## config.mk

```make
export PLATFORM = sky130hd
export DESIGN_NAME = ysyx_041461_mem_lsu_flat
export DESIGN_NICKNAME = d
export VERILOG_FILES = /design/src/rtl/ysyx_041461_mem_lsu_pkg.sv /design/src/rtl/ysyx_041461_mem_lsu_if.sv /design/src/rtl/ysyx_041461_mem_lsu_align.sv /design/src/rtl/ysyx_041461_mem_lsu.sv /design/src/flat_wrapper.sv
export SDC_FILE = /design/constraint.sdc
export NUM_CORES = 1
export LEC_CHECK = 0
export ABC_AREA = 1
export CAP_MARGIN = 0
export CELL_PAD_IN_SITES_DETAIL_PLACEMENT = 0
export CELL_PAD_IN_SITES_GLOBAL_PLACEMENT = 1
export CORE_MARGIN = 4
export CORE_UTILIZATION = 35
export DETAILED_ROUTE_END_ITERATION = 8
export GPL_TIMING_DRIVEN = 0
export PLACE_DENSITY_LB_ADDON = 0.1
export SETUP_SLACK_MARGIN = 0.15
export SLEW_MARGIN = 10
export SYNTH_ARGS = -nofsm -noshare
export SYNTH_HDL_FRONTEND = slang
export SYNTH_SLANG_ARGS = --single-unit
```

## constraint.sdc

```tcl
create_clock -name clk -period 3.09 [get_ports clk]
set_input_delay 0.618 -clock clk [delete_from_list [all_inputs] [get_ports clk]]
set_output_delay 0.618 -clock clk [all_outputs]
set_load 0.02 [all_outputs]
```

## src/rtl/ysyx_041461_mem_lsu_pkg.sv

```systemverilog
// Shared definitions for the MEM-stage load/store unit:
// MEM_ctrl op codes, exception codes, FSM states and op-class helpers.
package ysyx_041461_mem_lsu_pkg;

   localparam logic [3:0] OP_NOP = 4'd0;
   localparam logic [3:0] OP_LB  = 4'd1;
   localparam logic [3:0] OP_LH  = 4'd2;
   localparam logic [3:0] OP_LW  = 4'd3;
   localparam logic [3:0] OP_LD  = 4'd4;
   localparam logic [3:0] OP_LBU = 4'd5;
   localparam logic [3:0] OP_LHU = 4'd6;
   localparam logic [3:0] OP_LWU = 4'd7;
   localparam logic [3:0] OP_SB  = 4'd8;
   localparam logic [3:0] OP_SH  = 4'd9;
   localparam logic [3:0] OP_SW  = 4'd10;
   localparam logic [3:0] OP_SD  = 4'd11;

   localparam logic [2:0] EXC_NOP            = 3'd0;
   localparam logic [2:0] EXC_LOAD_MISALIGN  = 3'd4;
   localparam logic [2:0] EXC_STORE_MISALIGN = 3'd6;

   typedef enum logic [1:0] {
      S_IDLE = 2'd0,
      S_REQ  = 2'd1,
      S_WAIT = 2'd2,
      S_DONE = 2'd3
   } lsu_state_e;

   function automatic logic is_load(input logic [3:0] op);
      return (op >= OP_LB) && (op <= OP_LWU);
   endfunction

   function automatic logic is_store(input logic [3:0] op);
      return (op >= OP_SB) && (op <= OP_SD);
   endfunction

endpackage

```

## src/rtl/ysyx_041461_mem_lsu_if.sv

```systemverilog
// Data-memory valid/ready bus between the LSU (master) and memory (slave).
// Request: valid/ready/addr/wen/wdata/wmask. Response: valid/rdata.
interface ysyx_041461_mem_lsu_if #(
   parameter int ADDR_W = 64,
   parameter int DATA_W = 64
);
   logic              dmem_req_valid;
   logic              dmem_req_ready;
   logic [ADDR_W-1:0] dmem_req_addr;
   logic              dmem_req_wen;
   logic [DATA_W-1:0] dmem_req_wdata;
   logic [7:0]        dmem_req_wmask;
   logic              dmem_resp_valid;
   logic [DATA_W-1:0] dmem_resp_rdata;

   modport master (
      output dmem_req_valid, dmem_req_addr, dmem_req_wen,
      output dmem_req_wdata, dmem_req_wmask,
      input  dmem_req_ready, dmem_resp_valid, dmem_resp_rdata
   );

   modport slave (
      input  dmem_req_valid, dmem_req_addr, dmem_req_wen,
      input  dmem_req_wdata, dmem_req_wmask,
      output dmem_req_ready, dmem_resp_valid, dmem_resp_rdata
   );
endinterface

```

## src/rtl/ysyx_041461_mem_lsu_align.sv

```systemverilog
// Combinational lane logic: misalign check, store strobe/data shift
// (i_op/i_off/i_sdata) and load extract + extend (i_ld_op/i_ld_off/i_rdata).
module ysyx_041461_MEM_align
   import ysyx_041461_mem_lsu_pkg::*;
(
   input  logic [3:0]  i_op,
   input  logic [2:0]  i_off,
   input  logic [63:0] i_sdata,
   output logic        o_misalign,
   output logic [7:0]  o_wmask,
   output logic [63:0] o_wdata,
   input  logic [3:0]  i_ld_op,
   input  logic [2:0]  i_ld_off,
   input  logic [63:0] i_rdata,
   output logic [63:0] o_ldata
);

   logic [63:0] w_sh;

   always_comb begin
      o_misalign = 1'b0;
      case (i_op)
         OP_LH, OP_LHU, OP_SH: o_misalign = i_off[0];
         OP_LW, OP_LWU, OP_SW: o_misalign = |i_off[1:0];
         OP_LD, OP_SD:         o_misalign = |i_off;
         default: ;
      endcase
   end

   always_comb begin
      o_wmask = 8'h00;
      case (i_op)
         OP_SB: o_wmask = 8'h01 << i_off;
         OP_SH: o_wmask = 8'h03 << i_off;
         OP_SW: o_wmask = 8'h0F << i_off;
         OP_SD: o_wmask = 8'hFF;
         default: ;
      endcase
   end

   assign o_wdata = is_store(i_op) ? (i_sdata << {i_off, 3'b000}) : '0;

   assign w_sh = i_rdata >> {i_ld_off, 3'b000};

   always_comb begin
      o_ldata = '0;
      case (i_ld_op)
         OP_LB:  o_ldata = {{56{w_sh[7]}}, w_sh[7:0]};
         OP_LH:  o_ldata = {{48{w_sh[15]}}, w_sh[15:0]};
         OP_LW:  o_ldata = {{32{w_sh[31]}}, w_sh[31:0]};
         OP_LD:  o_ldata = w_sh;
         OP_LBU: o_ldata = {56'd0, w_sh[7:0]};
         OP_LHU: o_ldata = {48'd0, w_sh[15:0]};
         OP_LWU: o_ldata = {32'd0, w_sh[31:0]};
         default: ;
      endcase
   end

endmodule

```

## src/rtl/ysyx_041461_mem_lsu.sv

```systemverilog
// MEM-stage load/store unit: issues one bus access per memory op, stalls
// the pipe while outstanding, and hands extended data/exception to WB.
module ysyx_041461_mem_lsu
   import ysyx_041461_mem_lsu_pkg::*;
#(
   parameter int ADDR_W = 64,
   parameter int DATA_W = 64
) (
   input  logic              clk,
   input  logic              rst,
   input  logic              lsu_valid_in,
   input  logic [2:0]        lsu_exception_in,
   input  logic [ADDR_W-1:0] lsu_addr_in,
   input  logic [DATA_W-1:0] lsu_store_data_in,
   input  logic [3:0]        lsu_MEM_ctrl_in,
   input  logic              lsu_flush_in,
   ysyx_041461_mem_lsu_if.master dmem,
   output logic              lsu_busy,
   output logic [2:0]        lsu_exception_out,
   output logic [DATA_W-1:0] lsu_load_data_out,
   output logic              lsu_done
);

   lsu_state_e        r_state;
   logic              r_req_valid;
   logic [ADDR_W-1:0] r_addr;
   logic              r_wen;
   logic [DATA_W-1:0] r_wdata;
   logic [7:0]        r_wmask;
   logic [3:0]        r_op;
   logic [2:0]        r_off;
   logic              r_kill;
   logic [DATA_W-1:0] r_ldata;

   logic              w_misalign;
   logic [7:0]        w_wmask;
   logic [63:0]       w_wdata;
   logic [63:0]       w_ldata;
   logic              w_memop;
   logic              w_idle;
   logic [2:0]        w_exc;
   logic              w_start;

   ysyx_041461_MEM_align u_align (
      .i_op       (lsu_MEM_ctrl_in),
      .i_off      (lsu_addr_in[2:0]),
      .i_sdata    (lsu_store_data_in),
      .o_misalign (w_misalign),
      .o_wmask    (w_wmask),
      .o_wdata    (w_wdata),
      .i_ld_op    (r_op),
      .i_ld_off   (r_off),
      .i_rdata    (dmem.dmem_resp_rdata),
      .o_ldata    (w_ldata)
   );

   assign w_memop = is_load(lsu_MEM_ctrl_in)
                  | is_store(lsu_MEM_ctrl_in);
   assign w_idle  = (r_state == S_IDLE);

   // An incoming exception always wins over a new misalignment.
   always_comb begin
      w_exc = EXC_NOP;
      if (lsu_exception_in != EXC_NOP)
         w_exc = lsu_exception_in;
      else if (w_memop && w_misalign)
         w_exc = is_load(lsu_MEM_ctrl_in) ? EXC_LOAD_MISALIGN
                                          : EXC_STORE_MISALIGN;
   end

   assign w_start = w_idle & lsu_valid_in & w_memop
                  & (w_exc == EXC_NOP) & ~lsu_flush_in;

   always_ff @(posedge clk or negedge rst) begin
      if (!rst) begin
         r_state     <= S_IDLE;
         r_req_valid <= 1'b0;
         r_addr      <= '0;
         r_wen       <= 1'b0;
         r_wdata     <= '0;
         r_wmask     <= 8'h00;
         r_op        <= OP_NOP;
         r_off       <= 3'd0;
         r_kill      <= 1'b0;
         r_ldata     <= '0;
      end else begin
         case (r_state)
            S_IDLE: begin
               r_kill <= 1'b0;
               if (w_start) begin
                  r_state     <= S_REQ;
                  r_req_valid <= 1'b1;
                  r_addr      <= {lsu_addr_in[ADDR_W-1:3], 3'b000};
                  r_wen       <= is_store(lsu_MEM_ctrl_in);
                  r_wdata     <= w_wdata;
                  r_wmask     <= w_wmask;
                  r_op        <= lsu_MEM_ctrl_in;
                  r_off       <= lsu_addr_in[2:0];
               end
            end
            S_REQ: begin
               if (lsu_flush_in) r_kill <= 1'b1;
               // A response seen together with acceptance is ignored.
               if (dmem.dmem_req_ready) begin
                  r_req_valid <= 1'b0;
                  r_state     <= S_WAIT;
               end
            end
            S_WAIT: begin
               if (lsu_flush_in) r_kill <= 1'b1;
               if (dmem.dmem_resp_valid) begin
                  r_ldata <= w_ldata;
                  r_state <= S_DONE;
               end
            end
            default: begin
               r_state <= S_IDLE;
               r_kill  <= 1'b0;
            end
         endcase
      end
   end

   assign dmem.dmem_req_valid = r_req_valid;
   assign dmem.dmem_req_addr  = r_addr;
   assign dmem.dmem_req_wen   = r_wen;
   assign dmem.dmem_req_wdata = r_wdata;
   assign dmem.dmem_req_wmask = r_wmask;

   assign lsu_busy = w_start | (r_state == S_REQ) | (r_state == S_WAIT);

   assign lsu_exception_out = w_idle ? w_exc : EXC_NOP;

   assign lsu_load_data_out = (r_state == S_DONE) ? r_ldata : '0;

   // Pass-through completes in IDLE; a real access completes in DONE.
   assign lsu_done = (w_idle & lsu_valid_in & ~lsu_flush_in & ~w_start)
                   | ((r_state == S_DONE) & ~r_kill);

endmodule
```

## src/flat_wrapper.sv

```systemverilog
// flat-port wrapper written by rule: the top's interface ports become plain ports
module ysyx_041461_mem_lsu_flat import ysyx_041461_mem_lsu_pkg::*;
#(
   parameter int ADDR_W = 64,
   parameter int DATA_W = 64
)
  (clk, rst, lsu_valid_in, lsu_exception_in, lsu_addr_in, lsu_store_data_in, lsu_MEM_ctrl_in, lsu_flush_in, lsu_busy, lsu_exception_out, lsu_load_data_out, lsu_done, dmem_dmem_req_valid, dmem_dmem_req_addr, dmem_dmem_req_wen, dmem_dmem_req_wdata, dmem_dmem_req_wmask, dmem_dmem_req_ready, dmem_dmem_resp_valid, dmem_dmem_resp_rdata);
  ysyx_041461_mem_lsu_if #(.ADDR_W(ADDR_W), .DATA_W(DATA_W)) dmem_i ();
  input  logic clk;
  input  logic rst;
  input  logic lsu_valid_in;
  input  logic [2:0] lsu_exception_in;
  input  logic [ADDR_W-1:0] lsu_addr_in;
  input  logic [DATA_W-1:0] lsu_store_data_in;
  input  logic [3:0] lsu_MEM_ctrl_in;
  input  logic lsu_flush_in;
  output logic lsu_busy;
  output logic [2:0] lsu_exception_out;
  output logic [DATA_W-1:0] lsu_load_data_out;
  output logic lsu_done;
  output wire logic [$bits(dmem_i.dmem_req_valid)-1:0] dmem_dmem_req_valid;
  output wire logic [$bits(dmem_i.dmem_req_addr)-1:0] dmem_dmem_req_addr;
  output wire logic [$bits(dmem_i.dmem_req_wen)-1:0] dmem_dmem_req_wen;
  output wire logic [$bits(dmem_i.dmem_req_wdata)-1:0] dmem_dmem_req_wdata;
  output wire logic [$bits(dmem_i.dmem_req_wmask)-1:0] dmem_dmem_req_wmask;
  input wire logic [$bits(dmem_i.dmem_req_ready)-1:0] dmem_dmem_req_ready;
  input wire logic [$bits(dmem_i.dmem_resp_valid)-1:0] dmem_dmem_resp_valid;
  input wire logic [$bits(dmem_i.dmem_resp_rdata)-1:0] dmem_dmem_resp_rdata;
  assign dmem_dmem_req_valid = dmem_i.dmem_req_valid;
  assign dmem_dmem_req_addr = dmem_i.dmem_req_addr;
  assign dmem_dmem_req_wen = dmem_i.dmem_req_wen;
  assign dmem_dmem_req_wdata = dmem_i.dmem_req_wdata;
  assign dmem_dmem_req_wmask = dmem_i.dmem_req_wmask;
  assign dmem_i.dmem_req_ready = dmem_dmem_req_ready;
  assign dmem_i.dmem_resp_valid = dmem_dmem_resp_valid;
  assign dmem_i.dmem_resp_rdata = dmem_dmem_resp_rdata;
  ysyx_041461_mem_lsu #(.ADDR_W(ADDR_W), .DATA_W(DATA_W)) u_core (.clk(clk), .rst(rst), .lsu_valid_in(lsu_valid_in), .lsu_exception_in(lsu_exception_in), .lsu_addr_in(lsu_addr_in), .lsu_store_data_in(lsu_store_data_in), .lsu_MEM_ctrl_in(lsu_MEM_ctrl_in), .lsu_flush_in(lsu_flush_in), .dmem(dmem_i), .lsu_busy(lsu_busy), .lsu_exception_out(lsu_exception_out), .lsu_load_data_out(lsu_load_data_out), .lsu_done(lsu_done));
endmodule
```

==> qor.yml <==
clock_tree:
  clock_path_buffers: 3
  clkTransAtPathRegs_ps: 70
  cts_root_buf: "clkbuf_16"
  htree_levels: 1
  clkLatencyLatePin_ps: 550
  cts_made_buffers: 24
  cts.sinks: 209
  cts_tree: "done"
floorplanning:
  coreArea_sq_um: 35830
  ios: 412
  die_x_um: 199.5
  die_area_sq_um: 39790
  initial_core_util: 0.3581
  die_h_um: 199.5
  rows: 69
power_and_ir_drop:
  p_leak_nw: 9.590
  ir_worst_vdd_mv: 0.3962
  p_per_area_nw_per_um2: 640.9
place:
  post-place-ws_ps: -767.9
  port_buffers: 405
  dpl_cell_area_sq_um: 17530
  dp_hpwl_um: 45870
  gp_congestion: 0.9592
timing:
  tightest_slew_ps: 933.9
  rsz0062_at_grt: "false"
  setup_viol: 0
  setup_ws_ps: 208.2
  fmax_mhz: 347.0
  hold_violations: 0
  finClkSkew_ps: 28.35
  fin_setup_tns_ps: 0
  relSlewSlack: 0.3751
  slew_violations: 0
  fin_crit_sh: 0.9326
  finalCriticalPeriod_ps: 2882
worst_setup_path:
  startpoint: "lsu_MEM_ctrl_in[0]"
  cp.required_ps: 2470
  cp-end-kind: "output port"
  crit_fanout: 4
  start_kind: "input port"
  reg2regPathDepth: 10
  arrival_ps: 2260
  path_class: "input port to output port"
  reg2reg_to: "u_core.r_ldata[31]"
  rrSetupSlack_ps: 780
  r2r-start: "u_core.r_state[0]"
hold_path:
  hold_end: "u_core.r_op[1]"
  min-delay-start: "lsu_MEM_ctrl_in[1]"
  holdPathStages: 3
  hp-class: "input port to flop"
drt:
  wl_um: 57830
  drt_iter0_markers: 892
  via_count: 14230
  drt_pass1_iterations: 5
  wl_per_cell_um: 20.62
  ant_nets: 0
  route.detailed.drc: 0
  via_per_inst: 5.072
layout:
  final_util: 0.5189
  area_delta_synth_final_pct: 44.89
  final_area_sq_um: 18590
  n_antenna_cell: 0
  drive_gt1_frac: 0.09215
  fillers: 3624
  fin_nets: 2536
  multi_input_comb_area_sq_um: 6186
  final-seq-area_sq_um: 5230
synthesis:
  synth_area_sq_um: 12830
  async_flop_share: 1.000
  syn_inst: 1878
  synthFlopType: "dfrtp_1"
  synth_edf_count: 0
  yosysUniqueCellTypes: 39
  yosysWarnings: 0
  synth_seq_cells: 209
  syn_avg_cell_area_sq_um: 6.832
  ys_seq_area_frac: 0.4076
job:
  cap_viol_max_count: 0
outcome:
  outcome: "finished, final reports clean"
grt:
  grtUsageTotal: 0.2802
  antenna_found_initial: 0
  grt_max_degree: 97
  grt_overflow: 0
  grt_pass1_vias: 14350
  grt_pass1_wl_um: 84810
[flip-flops by register name (all words and copies together) (netlist names), 2 cells and up]
register / count
u_core.dmem.dmem_req_addr: 61
u_core.dmem.dmem_req_wmask: 8
u_core.r_off: 3
u_core.r_state: 2
u_core.r_ldata: 64
u_core.r_op: 4
u_core.dmem.dmem_req_wdata: 64
[power breakdown]
| group | internal (mW) | switching (mW) |
|---|---|---|
| registers | 3.38 | 0.409 |
| clock network | 1.84 | 1.22 |
| logic | 1.92 | 3.14 |
[cell families (layout without fill, tap and decap cells)]
logic type	after synthesis	count (layout)	share of synthesized area
and+or+nand+nor	929	929	0.2963
AOI/OAI and AO/OA	380	380	0.1652
buffers and inverters	343	807	0.1173
DFF	209	209	0.4076
muxes	12	12	0.009362
adders and majority gates	4	4	0.003901
other	1	3	0.0002923
[area by class of cell]
| class | count | share of cell area |
|---|---|---|
| multi-input cells | 1328 | 0.3328 |
| flip-flops and latches | 209 | 0.2813 |
| repair buffers | 421 | 0.2264 |
| inverters | 208 | 0.04233 |
| plain buffers | 135 | 0.04085 |
| clock buffers | 31 | 0.03533 |
| well taps | 461 | 0.03103 |
| clock inverters | 12 | 0.009961 |
[per-stage QoR]
stage / total power, mW / instances / hold WS [ps]
2_1_floorplan: 6.499 / 1880 / 322.4
3_3_place_gp: 8.733 / 2746 / 460.4
3_5_place_dp: 8.777 / 2748 / 464.9
4_1_cts: 11.92 / 2803 / 479.7
5_1_grt: 12.63 / 2805 / 464.1
6_report: 11.92 / 2805 / 417.0
[critical path, stage by stage]
cell and delay [ps]:
dlygate4sd2_1 270, inv_2 100, nor2_1 60, nand3_1 130, nand3_2 110, nor2_4 160, buf_12 130, nand4_4 120
buf_6 170, buf_8 110, o2bb2ai_1 110, buf_4 170
[metal layers]
metal	share of wire	track usage	routed length, um	up-vias
met5	0	0	0	-
met4	0.055	0.1374	3161	0
met3	0.053	0.03861	3089	144
met2	0.49	0.4792	28400	524
met1	0.40	0.3488	23180	6701
li1	-	-	-	6859
[cells in the mapped netlist, drive strengths merged (12+ instances only)]
| library cell | n | area (sq um) |
|---|---|---|
| nand2 | 712 | 2680 |
| o21ai | 286 | 1514 |
| dfrtp | 209 | 5230 |
| inv | 207 | 779.5 |
| buf | 88 | 544.3 |
| nand3 | 80 | 400.4 |
| nor2 | 72 | 310.3 |
| clkbuf | 47 | 176.4 |
| a21oi | 42 | 214.0 |
| nand4 | 35 | 234.0 |
| o211ai | 31 | 232.7 |
| or2 | 21 | 131.4 |
| mux2i | 12 | 120.1 |
[worst max path at each step]
stage,endpoint
floorplan,lsu_busy
global placement,u_core.dmem.dmem_req_wdata[11]
detailed placement,lsu_busy
CTS,lsu_load_data_out[29]
global route,lsu_done
finish,lsu_done
[placed cells by master (no fill, tap or decap), types with 24 or more instances in the layout]
| master | count |
|---|---|
| dlygate4sd2_1 | 31 |
| nand4_1 | 34 |
| buf_2 | 48 |
| o211ai_1 | 31 |
| clkbuf_16 | 24 |
| clkdlybuf4s50_1 | 355 |
| dfrtp_1 | 209 |
| nor2_1 | 64 |
| o21ai_0 | 164 |
| a21oi_1 | 39 |
| clkbuf_1 | 48 |
| nand3_1 | 78 |
| inv_1 | 199 |
| nand2_1 | 708 |
| o21ai_1 | 100 |
| buf_4 | 29 |
[repair_timing]
action / 4_1_cts / 5_1_grt
pin swaps: 3 / 4
endpoints found under the hold margin: 21 / 0
resized for setup: 84 / 30
hold buffers: 1 / 0
gates cloned: 0 / 0
setup buffers: 11 / 2
setup endpoints to repair: 68 / 35
Note: power is estimated with default switching activity, not from simulation.
==> patch (same flow settings) <==
Encoding of `lsu_state_e`: now Gray code (2 bits for 4 states).
--- a/src/rtl/ysyx_041461_mem_lsu_pkg.sv
+++ b/src/rtl/ysyx_041461_mem_lsu_pkg.sv
@@ -20,10 +20,10 @@
    localparam logic [2:0] EXC_STORE_MISALIGN = 3'd6;
 
    typedef enum logic [1:0] {
-      S_IDLE = 2'd0,
-      S_REQ  = 2'd1,
-      S_WAIT = 2'd2,
-      S_DONE = 2'd3
+      S_IDLE = 2'b00,
+      S_REQ  = 2'b01,
+      S_WAIT = 2'b11,
+      S_DONE = 2'b10
    } lsu_state_e;
 
    function automatic logic is_load(input logic [3:0] op);
Formal check against the unedited RTL: no difference found for any inputs over 4 cycles, from zero or initial values and one cycle with rst low; so few cycles prove little.
==> patch against the unedited design <==
  * Sequential cell count stayed put
  * Sequential share of layout area rose by 0.57 points
  * Worst setup slack got worse by 4.5 ps
  * Critical path depth is 1 lower
  * Synthesized area shrank 2.5%
  * Wire length up 0.76%
  * Cell count up 0.53%
  * Cell area fell by 2.0%
  * Power shrank 0.39%
  * Highest routed layer unchanged
  * Register-to-register slack got worse by 350 ps
  * Synthesized cell count rose by 0.91%
  * First-iteration DRC count grew 16%
==> patch: results (changes against the unedited design) <==
* Status: finished, final reports clean
* Diode count at 3 (+3)
* Combinational group share of total power at 42.5% (about the same)
* WL final at 58.3 mm (+0.76%)
* Number of port buffers at 408 (+0.74%)
* Worst-path fanout max at 10 (+6)
* Cell Count, Final, Fillers Out at 2820 (+0.53%)
* Syn Inst Count at 1895 (+0.91%)
* Seq area share at 28.7% (+0.57 points)
* 1st-iter DRT viols at 1033 (+16%)
* Leakage at 9.20 nW (-4.0%)
* Detail Placement HPWL at 45.8 mm (-0.13%)
* Synth top cells by count: nand2_1 (856), dfrtp_1 (209), o21ai_0 (152), inv_1 (119), nor2_1 (116)
* First-pass GRT wire length at 86.4 mm (+1.8%)
* R2R cell count at 8 (-2)
* Worst Skew at 14.3 ps (-14.1 ps)
* Adder-Cell Fraction of Synth Area at 0% (-0.39 points)
* Antenna violations before repair at 2 (+2)
* Worst reg2reg path endpoint: u_core.r_ldata[63]
* Sequential share of the synthesized area at 41.8% (+1.0 points)
* Cell variety after synth at 32 (-18%)
* Seq_cells at 209 (unchanged)
* Placed Area at 17200 µm² (-1.7%)
* Clock Power Share at 25.4% (-0.3 points)
* Vias/cell at 5.10 (+0.53%)
* Worst ir drop on vdd at 0.551 mV (+39%)
* PD cells at 651 nW/µm² (+1.6%)
* Critical path origin: lsu_MEM_ctrl_in[2]
* Worst R2R Start: u_core.r_op[1]
* Inverters at 128 (-38%)
* Clock buffers at 36 (+16%)
* Multi-input combinational area share at 34.3% (+1.0 points)
* Top post-synthesis cells by area: dfrtp_1 (42%), nand2_1 (26%), o21ai_0 (6.1%)
* Hold WS at 414 ps (-2.68 ps)
* Multi-input combinational cell count at 1426 (+7.4%)
* Cts bufs inserted at 25 (+4.2%)
* Clock-cell share of area at 4.57% (+0.037 points)
* Tot GR Track Use at 28.7% (+0.73 points)
* Internal at 0.00709 W (-0.83%)
* Buffers, non-clock at 554 (-0.36%)
* Worst path max stage delay at 300 ps (+30 ps)
* FF-to-FF setup slack at 430 ps (-350 ps)
* Largest net degree at the start of global routing at 89 (-8.2%)
* Pre-CTS setup slack at -1130 ps (-362 ps)
* Ratio of cells with drive above 1 in the final layout at 6.86% (-2.4 points)
* Cell area after layout at 18200 µm² (-2.0%)
* Worst slew pin tran at 917 ps (-16.6 ps)
* Mux cell area share after synthesis at 0.880% (-0.056 points)
* Vias in the first global route at 14200 (-0.71%)
* Compound-cell area share of the yosys netlist at 11.1% (-5.5 points)
* Final GP Congestion at 1.03 (+7.1%)
* Fillers at 3576 (-1.3%)
==> patch: repair_timing <==
| action | 4_1_cts | 5_1_grt |
|---|---|---|
| buffers inserted | 9 | 0 |
| setup endpoints to repair | 51 | 18 |
| endpoints found under the hold margin | 37 | 0 |
| gates cloned | 0 | 0 |
| pin swaps | 6 | 2 |
| resized for setup | 79 | 30 |
| hold buffers | 1 | 0 |
==> patch: routing by layer <==
layer,wire (µm),up-vias,global-route usage (%)
met5,0,-,0
met4,2500,0,11.1
met3,4000,112,4.26
met2,28200,641,49.5
met1,23500,6716,36.6
li1,-,6911,-
==> patch: worst max-delay path by stage <==
| stage | endpoint | slack [ps] | cells past startpoint |
|---|---|---|---|
| 5_1_grt | lsu_done | 120 | 11 |
| 3_3_place_gp | u_core.dmem.dmem_req_addr[47] | -7770 | 1 |
| 4_1_cts | lsu_done | 60 | 12 |
| 2_1_floorplan | lsu_done | 640 | 9 |
| 6_report | lsu_done | 200 | 11 |
| 3_5_place_dp | lsu_done | -1130 | 10 |
